[src/rtl/core_rrv_exe_mdu.sv]
// RV32M multiply/divide execute unit beside the Q102H ALU.
// Optional divide result cache: define CORE_RRV_MDU_DIV_CACHE_EN.
module core_rrv_exe_mdu #(
  parameter int XLEN       = 32,
  parameter int MUL_LAT    = 2,
  parameter int FWD_STAGES = 3
) (
  input  logic                                 Clock,
  input  logic                                 Rst,
  input  logic                                 ValidQ102H,
  input  logic                                 MdEnQ102H,
  input  logic [2:0]                           MdOpQ102H,
  input  logic [4:0]                           RegSrc1Q102H,
  input  logic [4:0]                           RegSrc2Q102H,
  input  logic [XLEN-1:0]                      PreRegRdData1Q102H,
  input  logic [XLEN-1:0]                      PreRegRdData2Q102H,
  input  logic [FWD_STAGES-1:0][4:0]           FwdRegDst,
  input  logic [FWD_STAGES-1:0]                FwdWrEn,
  input  logic [FWD_STAGES-1:0][XLEN-1:0]      FwdData,
  input  logic                                 FlushQ102H,
  input  logic                                 ReadyQ103H,
  output logic                                 StallQ102H,
  output logic                                 MdValidQ103H,
  output logic [XLEN-1:0]                      MdResultQ103H
);

  localparam int CW = $clog2(XLEN + MUL_LAT + 1);
  localparam logic [CW-1:0] MUL_LAST = CW'(MUL_LAT - 1);
  localparam logic [CW-1:0] DIV_LAST = CW'(XLEN - 1);

  typedef enum logic [1:0] {
    S_IDLE,
    S_MUL,
    S_DIV,
    S_DONE
  } state_t;

  state_t state_q, state_d;
  logic [2:0]      op_q, op_d;
  logic [XLEN-1:0] a_q, a_d;
  logic [XLEN-1:0] b_q, b_d;
  logic [XLEN-1:0] quo_q, quo_d;
  logic [XLEN-1:0] rem_q, rem_d;
  logic [XLEN-1:0] dvs_q, dvs_d;
  logic            negq_q, negq_d;
  logic            negr_q, negr_d;
  logic [CW-1:0]   cnt_q, cnt_d;
  logic [XLEN-1:0] res_q, res_d;
  logic            vld_q, vld_d;
  logic [XLEN-1:0] out_q, out_d;

  logic            stall;
  logic            issue;
  logic [XLEN-1:0] op1, op2;
  logic            sgn;
  logic            div_zero;
  logic            div_ovf;
  logic [XLEN-1:0] abs1, abs2;

  logic [2*XLEN-1:0] ma, mb, prod;
  logic [XLEN-1:0]   mul_res;
  logic [XLEN:0]     rem_sh, diff;
  logic              ge;
  logic [XLEN-1:0]   rem_nx, quo_nx;
  logic [XLEN-1:0]   q_fin, r_fin;

  logic            c_hit;
  logic [XLEN-1:0] c_res;

  // Lowest stage index is youngest, so it is applied last and wins.
  always_comb begin
    op1 = PreRegRdData1Q102H;
    op2 = PreRegRdData2Q102H;
    for (int k = FWD_STAGES - 1; k >= 0; k--) begin
      if (FwdWrEn[k] && FwdRegDst[k] == RegSrc1Q102H) op1 = FwdData[k];
      if (FwdWrEn[k] && FwdRegDst[k] == RegSrc2Q102H) op2 = FwdData[k];
    end
    if (RegSrc1Q102H == 5'd0) op1 = '0;
    if (RegSrc2Q102H == 5'd0) op2 = '0;
  end

  assign issue    = ValidQ102H & MdEnQ102H & ~FlushQ102H;
  assign sgn      = ~MdOpQ102H[0];
  assign div_zero = (op2 == '0);
  assign div_ovf  = sgn && (op1 == {1'b1, {(XLEN-1){1'b0}}}) && (op2 == '1);
  assign abs1     = (sgn && op1[XLEN-1]) ? ('0 - op1) : op1;
  assign abs2     = (sgn && op2[XLEN-1]) ? ('0 - op2) : op2;

  // Operands widened so one unsigned product serves all MULH variants.
  always_comb begin
    ma = {{XLEN{(op_q[1:0] != 2'b11) & a_q[XLEN-1]}}, a_q};
    mb = {{XLEN{(op_q[1:0] == 2'b01) & b_q[XLEN-1]}}, b_q};
    prod = ma * mb;
    mul_res = (op_q[1:0] == 2'b00) ? prod[XLEN-1:0] : prod[2*XLEN-1:XLEN];
  end

  always_comb begin
    rem_sh = {rem_q, quo_q[XLEN-1]};
    diff   = rem_sh - {1'b0, dvs_q};
    ge     = ~diff[XLEN];
    rem_nx = ge ? diff[XLEN-1:0] : rem_sh[XLEN-1:0];
    quo_nx = {quo_q[XLEN-2:0], ge};
    q_fin  = negq_q ? ('0 - quo_nx) : quo_nx;
    r_fin  = negr_q ? ('0 - rem_nx) : rem_nx;
  end

`ifdef CORE_RRV_MDU_DIV_CACHE_EN
  logic            c_vld_q, c_vld_d;
  logic            c_sgn_q, c_sgn_d;
  logic [XLEN-1:0] c_a_q, c_a_d;
  logic [XLEN-1:0] c_b_q, c_b_d;
  logic [XLEN-1:0] c_q_q, c_q_d;
  logic [XLEN-1:0] c_r_q, c_r_d;

  always_comb begin
    c_vld_d = c_vld_q;
    c_sgn_d = c_sgn_q;
    c_a_d   = c_a_q;
    c_b_d   = c_b_q;
    c_q_d   = c_q_q;
    c_r_d   = c_r_q;
    if (FlushQ102H && state_q != S_IDLE && op_q[2]) begin
      c_vld_d = 1'b0;
    end else if (state_q == S_DIV && cnt_q == DIV_LAST) begin
      c_vld_d = 1'b1;
      c_sgn_d = ~op_q[0];
      c_a_d   = a_q;
      c_b_d   = b_q;
      c_q_d   = q_fin;
      c_r_d   = r_fin;
    end
  end

  always_ff @(posedge Clock or negedge Rst) begin
    if (!Rst) begin
      c_vld_q <= 1'b0;
      c_sgn_q <= 1'b0;
      c_a_q   <= '0;
      c_b_q   <= '0;
      c_q_q   <= '0;
      c_r_q   <= '0;
    end else begin
      c_vld_q <= c_vld_d;
      c_sgn_q <= c_sgn_d;
      c_a_q   <= c_a_d;
      c_b_q   <= c_b_d;
      c_q_q   <= c_q_d;
      c_r_q   <= c_r_d;
    end
  end

  assign c_hit = c_vld_q && (c_a_q == op1) && (c_b_q == op2) && (c_sgn_q == sgn);
  assign c_res = MdOpQ102H[1] ? c_r_q : c_q_q;
`else
  assign c_hit = 1'b0;
  assign c_res = '0;
`endif

  always_comb begin
    state_d = state_q;
    op_d    = op_q;
    a_d     = a_q;
    b_d     = b_q;
    quo_d   = quo_q;
    rem_d   = rem_q;
    dvs_d   = dvs_q;
    negq_d  = negq_q;
    negr_d  = negr_q;
    cnt_d   = cnt_q;
    res_d   = res_q;
    vld_d   = 1'b0;
    out_d   = out_q;
    stall   = 1'b0;
    unique case (state_q)
      S_IDLE: begin
        stall = issue;
        if (issue) begin
          op_d   = MdOpQ102H;
          a_d    = op1;
          b_d    = op2;
          quo_d  = abs1;
          dvs_d  = abs2;
          rem_d  = '0;
          cnt_d  = '0;
          negq_d = sgn & (op1[XLEN-1] ^ op2[XLEN-1]);
          negr_d = sgn & op1[XLEN-1];
          if (!MdOpQ102H[2]) begin
            state_d = S_MUL;
          end else if (div_zero) begin
            state_d = S_DONE;
            res_d   = MdOpQ102H[1] ? op1 : '1;
          end else if (div_ovf) begin
            state_d = S_DONE;
            res_d   = MdOpQ102H[1] ? '0 : op1;
          end else if (c_hit) begin
            state_d = S_DONE;
            res_d   = c_res;
          end else begin
            state_d = S_DIV;
          end
        end
      end
      S_MUL: begin
        stall = 1'b1;
        cnt_d = cnt_q + 1'b1;
        if (cnt_q == MUL_LAST) begin
          state_d = S_DONE;
          res_d   = mul_res;
        end
      end
      S_DIV: begin
        stall = 1'b1;
        cnt_d = cnt_q + 1'b1;
        quo_d = quo_nx;
        rem_d = rem_nx;
        if (cnt_q == DIV_LAST) begin
          state_d = S_DONE;
          res_d   = op_q[1] ? r_fin : q_fin;
        end
      end
      S_DONE: begin
        stall = ~ReadyQ103H;
        if (ReadyQ103H) begin
          vld_d   = 1'b1;
          out_d   = res_q;
          state_d = S_IDLE;
        end
      end
      default: state_d = S_IDLE;
    endcase
    // A flush kills the op outright, even one ready to hand off.
    if (FlushQ102H && state_q != S_IDLE) begin
      state_d = S_IDLE;
      vld_d   = 1'b0;
      out_d   = out_q;
    end
  end

  always_ff @(posedge Clock or negedge Rst) begin
    if (!Rst) begin
      state_q <= S_IDLE;
      op_q    <= '0;
      a_q     <= '0;
      b_q     <= '0;
      quo_q   <= '0;
      rem_q   <= '0;
      dvs_q   <= '0;
      negq_q  <= 1'b0;
      negr_q  <= 1'b0;
      cnt_q   <= '0;
      res_q   <= '0;
      vld_q   <= 1'b0;
      out_q   <= '0;
    end else begin
      state_q <= state_d;
      op_q    <= op_d;
      a_q     <= a_d;
      b_q     <= b_d;
      quo_q   <= quo_d;
      rem_q   <= rem_d;
      dvs_q   <= dvs_d;
      negq_q  <= negq_d;
      negr_q  <= negr_d;
      cnt_q   <= cnt_d;
      res_q   <= res_d;
      vld_q   <= vld_d;
      out_q   <= out_d;
    end
  end

  assign StallQ102H    = stall;
  assign MdValidQ103H  = vld_q;
  assign MdResultQ103H = out_q;

endmodule
[config.mk]
export PLATFORM = sky130hd
export DESIGN_NAME = core_rrv_exe_mdu
export DESIGN_NICKNAME = d
export VERILOG_FILES = /design/src/rtl/core_rrv_exe_mdu.sv
export SDC_FILE = /design/constraint.sdc
export NUM_CORES = 2
export LEC_CHECK = 0
export CORE_MARGIN = 5
export CORE_UTILIZATION = 55
export CTS_BUF_LIST = sky130_fd_sc_hd__clkbuf_16
export DETAILED_ROUTE_END_ITERATION = 7
export PLACE_DENSITY = 0.85
export SLEW_MARGIN = 25
export SYNTH_ARGS = -nofsm -noshare
export SYNTH_HDL_FRONTEND = slang
export SYNTH_SLANG_ARGS = --single-unit
[constraint.sdc]
create_clock -name Clock -period 17.25 [get_ports Clock]
set_input_delay 2.5875 -clock Clock [delete_from_list [all_inputs] [get_ports Clock]]
set_output_delay 2.5875 -clock Clock [all_outputs]
set_load 0.01 [all_outputs]
==> impl_metrics.json <==
{
  "syn-instance-count": 6630,
  "die_width_um": 331,
  "clock_latency_ps": 590,
  "path_clk_slew_ps": 70,
  "finalSetupViolCount": 0,
  "hp-class": "reg -> reg",
  "synth.area.top_cells": "fa_1 (40%), dfrtp_1 (10%), inv_1 (8.4%)",
  "core-area_mm2": 0.102,
  "arrival_ps": 11160,
  "crit_family": "adder cells",
  "outcome": "finished clean",
  "syn-num-nets": 8209,
  "fin_tns_setup_ps": 0,
  "synth-compound-area-share_pct": 11.2,
  "hold_violations": 0,
  "synthMuxAreaShare_pct": 0.827,
  "ctsResizeCount": 0,
  "slowest_stage": "fa_1",
  "gr-total-overflow": 0,
  "skew_ps": 33.1,
  "finalCriticalPeriod_ps": 10700,
  "wirelength_mm": 183,
  "syn_area_per_cell_um2": 8.53,
  "num_vias": 48356,
  "crit_type": "reg -> reg",
  "cts_root_buf": "clkbuf_16",
  "crit_buf_inv": 8,
  "synth_top_cell_by_area": "fa_1",
  "cts.sinks": 236,
  "finalCritPeriodShare_pct": 62.0,
  "maxCapViolations": 0,
  "reg2reg_setup_slack_ps": 6550,
  "start_util_pct": 55.5,
  "rows": 117,
  "fmax_mhz": 93.4,
  "async_flop_share_pct": 100,
  "synth.top_cell.area_share_pct": 39.8,
  "relSlewSlack_pct": 25.3,
  "antenna_left": 0,
  "synth_edf_count": 0,
  "post_cts_buffers": 0,
  "antenna_found_initial": 7,
  "end_kind": "flop",
  "cts_made_buffers": 24,
  "avgViaCountPerCell": 6.03,
  "path_max_fanout": 36,
  "synth_common_cells": "inv_1 (1269), nand2_1 (1233), fa_1 (1126)",
  "ys_warn_count": 0,
  "grt_first_pass_wirelength_mm": 289,
  "start_kind": "flop",
  "syn_area_mm2": 0.0566,
  "fin_nets": 8205,
  "hold_buffers": 0,
  "grt_pass1_vias": 52042,
  "synthAdderAreaFrac_pct": 46.0,
  "wl_per_cell_um": 22.9,
  "synth_cell_types": 103,
  "cts_tree": "yes",
  "synth-xor-area-share_pct": 3.73,
  "cts-htree-levels": 1,
  "crit_required_ps": 17700,
  "drt-pass1-iter-count": 8,
  "synthFlopType": "dfrtp_1",
  "seq_area_frac_synth_pct": 10.4,
  "syn_to_final_growth_pct": 7.54,
  "synth_top_family_by_area": "adder cells",
  "io_buffers": 230,
  "yosysMostFrequentCell": "inv_1",
  "post-dp-hpwl_mm": 148,
  "grt_usage_pct": 34.0,
  "grt_max_degree": 119,
  "ios": 231,
  "nFillCells": 8565,
  "synth_simple_gate_area_share_pct": 16.6,
  "drtIter0Drc": 4818,
  "worst_pin_slew_ps": 1120,
  "place_congestion": 1.04,
  "layout-drive-gt1-share_pct": 4.02,
  "cts.path.max_buffers": 3,
  "rsz0062_at_grt": "false",
  "dieHeight_um": 331,
  "drcViolationCount": 0,
  "synth_seq_cells": 236,
  "slew_viol_final": 0,
  "die-area_mm2": 0.109,
  "slowest_delay_ps": 850,
  "critical_path.most_common_cell": "fa_1"
}
worst reg2reg max path, delay by kind of cell (launching register included):
kind | cells | cell delay (ps)
adders and majority gates | 9 | 4880
and+or+nand+nor | 6 | 2080
AOI/OAI and AO/OA | 9 | 1940
buffers and inverters | 8 | 1200
DFF | 1 | 320
xor gates and xnor gates | 1 | 170
area by class of cell:
cell class,count,area (um^2),share of cell area [%]
sequential,236,5910,9.71
inverter,1271,4770,7.84
clock buffer,24,601,0.987
multi-input combinational,4735,44400,72.9
antenna,5,12.5,0.0206
tap,1368,1710,2.81
timing repair buffer,358,3270,5.37
clock inverter,20,205,0.337
logic make-up (layout without fill, tap and decap cells):
group,count (synthesis),in the layout
and+or+nand+nor,2062,2062
other,0,5
adders and majority gates,1408,1408
xor gates and xnor gates,237,237
muxes,46,46
DFF,236,236
buffers and inverters,1659,1673
AOI/OAI and AO/OA,982,982
registers in the layout, indices dropped and copies added, names as in the netlist:
name,cells
rem_q,32
b_q,32
a_q,32
MdValidQ103H,1
res_q,32
quo_q,32
negr_q,1
state_q,2
cnt_q,6
dvs_q,31
op_q,2
MdResultQ103H,32
negq_q,1
placed cells by master, fill, tap and decap left out, types with 13 or more instances in the layout:
master	instances
inv_1	1276
nand2_1	1233
fa_1	1125
o21ai_0	348
and2_1	304
ha_1	255
dfrtp_1	234
clkdlybuf4s50_1	229
a21oi_1	189
nor2_1	155
xnor2_1	151
buf_4	128
nand3_1	87
xor2_1	83
nor3_1	63
a21o_1	44
mux2i_1	40
nand4_1	34
a31oi_1	33
and3_1	32
o21ai_1	32
o211ai_1	27
a221oi_1	26
maj3_1	26
a311oi_1	24
or3_1	24
clkbuf_16	24
a211oi_1	23
o21a_1	23
nor4_1	22
o31ai_1	22
or2_2	20
and4_1	15
a2bb2oi_2	14
a22o_1	14
nand2b_1	13
or4_1	13
worst paths after layout:
kind	from	endpoint	cells after the start
setup reg to reg	op_q[1]	res_q[30]	33
max in group asynchronous	Rst	a_q[11]	2
min in group asynchronous	Rst	dvs_q[15]	1
setup / recovery	op_q[1]	res_q[30]	33
hold / removal	negq_q	negq_q	2
hold reg to reg	negq_q	negq_q	2
per-stage QoR:
| step | util, % | setup slack, ps | hold slack, ps | std cells | area [um^2] |
|---|---|---|---|---|---|
| floorplan | - | 8350 | 435 | 6630 | 56600 |
| global placement | 58.8 | 6940 | 453 | 7968 | 60000 |
| detailed placement | 58.8 | 6720 | 464 | 7968 | 60000 |
| CTS | 59.6 | 6660 | 482 | 8012 | 60800 |
| global route | 59.6 | 6140 | 501 | 8012 | 60800 |
| finish | 59.6 | 6550 | 479 | 8017 | 60800 |
layer usage:
metal	share of wire, %	vias to the layer above	track usage, %	routed length [um]
met1	34	23973	40.4	63200
met5	0.015	-	0	27
li1	-	20520	-	-
met2	46	3089	56.1	85300
met4	7.3	4	20.0	13500
met3	12	770	8.96	21400
Power is not shown: default switching activity piles up to over one toggle a cycle in this logic, so the estimate is an artifact.
